File: config.mk
export PLATFORM = sky130hd
export DESIGN_NAME = ifu_fill_ctrl
export DESIGN_NICKNAME = d
export VERILOG_FILES = /design/src/rtl/ifu_fill_ctrl.sv
export SDC_FILE = /design/constraint.sdc
export NUM_CORES = 1
export LEC_CHECK = 0
export ABC_CLOCK_PERIOD_IN_PS = 6800
export CAP_MARGIN = 20
export CORE_AREA = 2 2 158 160
export DETAILED_ROUTE_END_ITERATION = 8
export DIE_AREA = 0 0 160 162
export DONT_BUFFER_PORTS = 1
export GPL_TIMING_DRIVEN = 0
export PLACE_DENSITY = 0.51
export REMOVE_ABC_BUFFERS = 1
export SYNTH_ARGS = -nofsm -noshare
export SYNTH_HDL_FRONTEND = slang
export SYNTH_SLANG_ARGS = --single-unit
File: constraint.sdc
create_clock -name Clock -period 6.8 [get_ports Clock]
set_input_delay 0 -clock Clock [delete_from_list [all_inputs] [get_ports Clock]]
set_output_delay 0 -clock Clock [all_outputs]
set_load 0.005 [all_outputs]
File: src/rtl/ifu_fill_ctrl.sv
// rtl/ifu_fill_ctrl.sv - IFU instruction-cache miss-fill controller
//
// Ports:
//   Clock, Rst                  clock, asynchronous active-high reset
//   cpu_miss*                   demand miss request (valid/tag/ready)
//   pf_req*                     prefetch request (valid/tag/ready)
//   mem_req*                    line request to memory (valid/tag/ready)
//   mem_rsp*                    memory response (valid/tag/line)
//   fill_*                      one-cycle registered insert pulse to the cache
//   busyOut, timeoutOut         request in flight / re-issue pulse
module ifu_fill_ctrl #(
  parameter int TAG_WIDTH      = 28,
  parameter int LINE_WIDTH     = 128,
  parameter int TIMEOUT_CYCLES = 64
) (
  input  logic                  Clock,
  input  logic                  Rst,
  input  logic                  cpu_missValidIn,
  input  logic [TAG_WIDTH-1:0]  cpu_missTagIn,
  output logic                  cpu_missReadyOut,
  input  logic                  pf_reqValidIn,
  input  logic [TAG_WIDTH-1:0]  pf_reqTagIn,
  output logic                  pf_reqReadyOut,
  output logic                  mem_reqValidOut,
  output logic [TAG_WIDTH-1:0]  mem_reqTagOut,
  input  logic                  mem_reqReadyIn,
  input  logic                  mem_rspValidIn,
  input  logic [TAG_WIDTH-1:0]  mem_rspTagIn,
  input  logic [LINE_WIDTH-1:0] mem_rspLineIn,
  output logic                  fill_validOut,
  output logic [TAG_WIDTH-1:0]  fill_tagOut,
  output logic [LINE_WIDTH-1:0] fill_lineOut,
  output logic                  fill_isPrefetchOut,
  output logic                  busyOut,
  output logic                  timeoutOut
);

  localparam int CW = $clog2(TIMEOUT_CYCLES + 1);
  localparam logic [CW-1:0] CNT_LAST = CW'(TIMEOUT_CYCLES - 1);

  typedef enum logic [1:0] {S_IDLE, S_REQ, S_WAIT} state_t;

  state_t               state, state_nxt;
  logic [TAG_WIDTH-1:0] cur_tag, tag_nxt;
  logic                 cur_is_pf, pf_nxt;
  logic [CW-1:0]        cnt, cnt_nxt;
  logic                 fill_fire, timeout_fire;
  logic                 promote, rsp_hit;

  // The request tag is the in-flight tag; it only changes on accept, so it
  // naturally holds its value while mem_reqValidOut is low.
  assign mem_reqTagOut = cur_tag;

  // A demand miss for the line already being prefetched upgrades that fill
  // instead of being accepted as a second request.
  assign promote = (state != S_IDLE) && cur_is_pf && cpu_missValidIn &&
                   (cpu_missTagIn == cur_tag);
  assign rsp_hit = mem_rspValidIn && (mem_rspTagIn == cur_tag);

  always_ff @(posedge Clock or posedge Rst) begin
    if (Rst) begin
      state     <= S_IDLE;
      cur_tag   <= '0;
      cur_is_pf <= 1'b0;
      cnt       <= '0;
    end else begin
      state     <= state_nxt;
      cur_tag   <= tag_nxt;
      cur_is_pf <= pf_nxt;
      cnt       <= cnt_nxt;
    end
  end

  always_comb begin
    state_nxt        = state;
    tag_nxt          = cur_tag;
    pf_nxt           = cur_is_pf;
    cnt_nxt          = cnt;
    fill_fire        = 1'b0;
    timeout_fire     = 1'b0;
    cpu_missReadyOut = 1'b0;
    pf_reqReadyOut   = 1'b0;
    if (promote) begin
      pf_nxt = 1'b0;
    end
    case (state)
      S_IDLE: begin
        cpu_missReadyOut = 1'b1;
        pf_reqReadyOut   = !cpu_missValidIn;
        if (cpu_missValidIn) begin
          tag_nxt   = cpu_missTagIn;
          pf_nxt    = 1'b0;
          state_nxt = S_REQ;
        end else if (pf_reqValidIn) begin
          tag_nxt   = pf_reqTagIn;
          pf_nxt    = 1'b1;
          state_nxt = S_REQ;
        end
      end
      S_REQ: begin
        if (mem_reqReadyIn) begin
          cnt_nxt   = '0;
          state_nxt = S_WAIT;
        end
      end
      S_WAIT: begin
        // A hit on the expiry cycle takes precedence over the re-issue.
        if (rsp_hit) begin
          fill_fire = 1'b1;
          state_nxt = S_IDLE;
        end else if (cnt == CNT_LAST) begin
          timeout_fire = 1'b1;
          state_nxt    = S_REQ;
        end else begin
          cnt_nxt = cnt + CW'(1);
        end
      end
      default: state_nxt = S_IDLE;
    endcase
  end

  always_ff @(posedge Clock or posedge Rst) begin
    if (Rst) begin
      mem_reqValidOut    <= 1'b0;
      busyOut            <= 1'b0;
      timeoutOut         <= 1'b0;
      fill_validOut      <= 1'b0;
      fill_tagOut        <= '0;
      fill_lineOut       <= '0;
      fill_isPrefetchOut <= 1'b0;
    end else begin
      mem_reqValidOut <= (state_nxt == S_REQ);
      busyOut         <= (state_nxt != S_IDLE);
      timeoutOut      <= timeout_fire;
      fill_validOut   <= fill_fire;
      if (fill_fire) begin
        fill_tagOut        <= cur_tag;
        fill_lineOut       <= mem_rspLineIn;
        // pf_nxt already folds in a same-cycle promotion.
        fill_isPrefetchOut <= pf_nxt;
      end
    end
  end

endmodule
==> impl_metrics.env, run 1 <==
export IMPL_cts_buffers=17
export IMPL_synth_main_ff_cell="dfrtp_1"
export IMPL_portBuffers=0
export IMPL_die_w_um=160
export IMPL_synth_edf_count=0
export IMPL_num_rows=57
export IMPL_ys_warnings_count=0
export IMPL_yosysSeqAreaShare_pct=55.7
export IMPL_cts_buffer_depth=2
export IMPL_place_ws_ps=3360
export IMPL_initial_core_util_pct=37.1
export IMPL_ioPinCount=409
export IMPL_ys_async_sr_fraction_pct=100
export IMPL_die_y_um=162
export IMPL_status="aborted with a tool error"
export IMPL_dp_hpwl_mm=17.3
export IMPL_gp_congestion=0.831
export IMPL_place_area_um2=9270
export IMPL_clockRootBuffer="clkbuf_16"
export IMPL_mappedNetlistArea_um2=8950
export IMPL_cts_setup_buffers=0
export IMPL_syn_inst=599
export IMPL_haltStage="clock tree synthesis"
export IMPL_cts_sinks=199
export IMPL_error="[ERROR RSZ-0060] Max buffer count reached."
export IMPL_htreeDepth=4
export IMPL_syn_area_per_cell_um2=14.9
export IMPL_synth_seq_cells=199
export IMPL_cts_resized=0
export IMPL_ctsHoldBuffers=187
export IMPL_synthDistinctLibCells=31
-- stage by stage --
stage | std cells | util (%)
2_1_floorplan | 572 | -
3_3_place_gp | 896 | 37.9
3_5_place_dp | 900 | 38.5
-- cells in the mapped netlist, types with 7 or more instances --
library cell	instances	share of area [%]
mux2i_1	34	3.8
xnor2_1	30	2.9
xor2_1	26	2.5
clkbuf_1	10	0.42
mux2_2	27	3.4
buf_6	15	1.9
o21ai_0	29	1.6
nand3_1	7	0.39
dfrtp_1	199	56
nor4_1	7	0.49
nand4_1	15	1.0
mux2_4	130	22
nand2_1	36	1.5
nor3_1	8	0.45
-- cells by family after synthesis --
kind of cell    after synthesis  share of synthesized area [%]
compound gates               35                           2.13
xor+xnor                     56                           5.48
buf+inv                      29                           2.50
flops                       199                           55.7
mux                         191                           29.0
fa+ha+maj                     1                          0.140
simple gates                 88                           5.08
==> run 2: changes to the inputs <==
--- a/config.mk
+++ b/config.mk
@@ -7,12 +7,12 @@
 export LEC_CHECK = 0
 export ABC_CLOCK_PERIOD_IN_PS = 6800
 export CAP_MARGIN = 20
-export CORE_AREA = 2 2 158 160
+export CORE_MARGIN = 2
+export CORE_UTILIZATION = 25
 export DETAILED_ROUTE_END_ITERATION = 8
-export DIE_AREA = 0 0 160 162
 export DONT_BUFFER_PORTS = 1
 export GPL_TIMING_DRIVEN = 0
-export PLACE_DENSITY = 0.51
+export PLACE_DENSITY_LB_ADDON = 0.15
 export REMOVE_ABC_BUFFERS = 1
 export SYNTH_ARGS = -nofsm -noshare
 export SYNTH_HDL_FRONTEND = slang
==> impl_metrics.env, run 2 <==
export IMPL_gp_congestion=0.742
export IMPL_mostFrequentLayoutCells="199 x dfrtp_1, 192 x dlygate4sd3_1, 130 x mux2_4, 36 x nand2_1, 34 x mux2i_1"
export IMPL_synthXorXnorAreaFrac_pct=5.48
export IMPL_fin_setup_tns_ps=0
export IMPL_cts_buffers=17
export IMPL_antenna_cells=0
export IMPL_cp_cell_sequence="xor2_1 > nor4_1 > nand4_1 > nor4_4 > nand2_8 > buf_16 > mux2_4"
export IMPL_initial_core_util_pct=25.3
export IMPL_cts_resized=0
export IMPL_whs_ps=45.8
export IMPL_slowest_stage="nor4_1"
export IMPL_crit_type="reg2reg"
export IMPL_yosysSeqAreaShare_pct=55.7
export IMPL_relSlewSlack_pct=44.6
export IMPL_mappedNetlistArea_um2=8950
export IMPL_fmax_mhz=249
export IMPL_ys_warnings_count=0
export IMPL_core_um2=35400
export IMPL_final_common_cell="dfrtp_1"
export IMPL_cp_arrival_ps=4350
export IMPL_num_rows=69
export IMPL_skew_ps=13.0
export IMPL_period_needed_ps=4020
export IMPL_largest_reg_flops=128
export IMPL_syn_to_final_growth_pct=33.7
export IMPL_synth_simple_area_share_pct=5.08
export IMPL_grt_pass1_wl_mm=37.7
export IMPL_crit_fanout=91
export IMPL_grt_setup_unrepaired="false"
export IMPL_synth_common_cells="199 x dfrtp_1, 130 x mux2_4, 36 x nand2_1, 34 x mux2i_1, 30 x xnor2_1"
export IMPL_setup_viol=0
export IMPL_wl_per_cell_um=20.8
export IMPL_ioPinCount=409
export IMPL_routed_via_density=4.41
export IMPL_max_cap_violations=0
export IMPL_drt_first_pass_iters=4
export IMPL_globalRouteTotalUtil_pct=13.7
export IMPL_grt_overflow=0
export IMPL_grt_max_degree=113
export IMPL_clockRootBuffer="clkbuf_16"
export IMPL_yosysTopAreaCellShare_pct=55.7
export IMPL_p_leak_nw=5.87
export IMPL_fillers=3448
export IMPL_ys_async_sr_fraction_pct=100
export IMPL_yosys_area_top_type="dfrtp_1"
export IMPL_synth_compound_area_share_pct=2.13
export IMPL_drive_above_1_share_pct=24.5
export IMPL_clock_latency_ps=450
export IMPL_power_density_nw_per_um2=266
export IMPL_grt_pass1_vias=6105
export IMPL_crit_buf_inv=1
export IMPL_drv_slew=0
export IMPL_cts_buffer_depth=2
export IMPL_synth_edf_count=0
export IMPL_path_delay_family="simple AND/OR/NAND/NOR gates"
export IMPL_syn_inst=599
export IMPL_htreeDepth=4
export IMPL_portBuffers=0
export IMPL_clkTransAtPathRegs_ps=70
export IMPL_layout_nets=1006
export IMPL_synth_seq_cells=199
export IMPL_synth_top_family_by_area="multiplexers"
export IMPL_die_y_um=193
export IMPL_critPathCaptureType="flip-flop"
export IMPL_slowest_delay_ps=710
export IMPL_synth_mux_area_share_pct=29.0
export IMPL_synth_area_leaders="dfrtp_1 56%, mux2_4 22%, mux2i_1 3.8%, mux2_2 3.4%, xnor2_1 2.9%"
export IMPL_ant_nets=0
export IMPL_synthDistinctLibCells=31
export IMPL_finalCoreUtilization_pct=33.8
export IMPL_status="completed"
export IMPL_synth_most_common_cell="dfrtp_1"
export IMPL_die_w_um=193
export IMPL_drc_errors=0
export IMPL_fin_crit_sh_pct=59.1
export IMPL_dp_hpwl_mm=18.4
export IMPL_drt_initial_drc_count=173
export IMPL_syn_area_per_cell_um2=14.9
export IMPL_startpoint_type="flip-flop"
export IMPL_synthAdderAreaFrac_pct=0.140
export IMPL_synth_main_ff_cell="dfrtp_1"
export IMPL_regMostFlops="fill_lineOut"
export IMPL_peakVddDrop_uv=154
export IMPL_worstPathRequired_ps=7130
export IMPL_die_area_um2=37300
export IMPL_vias=5552
export IMPL_cts_sinks=199
export IMPL_finalWirelength_mm=26.2
export IMPL_hold_path_class="in2out"
export IMPL_finalHoldViolations=0
export IMPL_tightest_slew_ps=831
export IMPL_cts_tree="yes"
export IMPL_antenna_found_initial=0
run 2: cell counts after synthesis:
Identical to the previous run, type by type.
run 2: path summary, 6_finish.rpt:
check	start	to	slack (ps)	cells after the start
setup / recovery	mem_reqTagOut[27]	fill_lineOut[12]	2780	7
hold / removal	cpu_missValidIn	pf_reqReadyOut	50	1
setup reg to reg	mem_reqTagOut[27]	fill_lineOut[12]	2780	7
hold reg to reg	cnt[5]	cnt[5]	490	1
max in group asynchronous	Rst	fill_lineOut[65]	5630	3
min in group asynchronous	Rst	fill_lineOut[121]	120	2
run 2: cells by family after synthesis:
kind of cell	Yosys count
muxes	191
and+or+nand+nor	88
xor gates and xnor gates	56
AOI/OAI and AO/OA	35
adders and majority gates	1
DFF	199
buffers and inverters	29
run 2: power breakdown:
part           total [W]  switching (W)  internal [W]
Sequential       0.00150       0.000213       0.00129
Clock            0.00107       0.000474      0.000599
Combinational   0.000612       0.000328      0.000284
Total            0.00319        0.00102       0.00217
run 2: final cells by class:
| class | count | area [um2] | share of cell area (%) |
|---|---|---|---|
| Clock buffer | 20 | 457 | 3.82 |
| Clock inverter | 11 | 145 | 1.21 |
| Inverter | 2 | 15.0 | 0.125 |
| Multi-Input combinational cell | 371 | 3770 | 31.5 |
| Sequential cell | 199 | 4980 | 41.6 |
| Tap cell | 461 | 577 | 4.82 |
| Timing Repair Buffer | 196 | 2020 | 16.9 |
run 2: timing repair:
item                                   4_1_cts  5_1_grt
endpoints found under the hold margin      250        0
buffers inserted                             0        0
hold buffers                               193        0
setup endpoints to repair                    0        0
run 2: per-layer routing:
metal  up-vias  global-route usage (%)  part of all wire (%)
li1       2482                       -                     -
met1      2735                    14.9                    37
met2       305                    23.8                    50
met3        30                    5.99                    11
met4         0                    4.95                   2.1
met5         -                       0                     0
run 2: worst reg2reg max path: stages, from the launching register on:
cell     delay, ps
dfrtp_1        500
xor2_1         240
nor4_1         710
nand4_1        250
nor4_4         670
nand2_8        470
buf_16         470
mux2_4         580
run 2: stage by stage:
step | worst slack, ps | area, um2 | cells | power, W
after floorplan | 1370 | 8730 | 572 | 0.00179
after global placement | -720 | 9310 | 1033 | 0.00202
after detailed placement | 2570 | 9420 | 1036 | 0.00204
after CTS | 2550 | 12000 | 1260 | 0.00325
after global routing | 2280 | 12000 | 1260 | 0.00338
final | 2780 | 12000 | 1260 | 0.00319
Power figures use the tool's default switching activity.
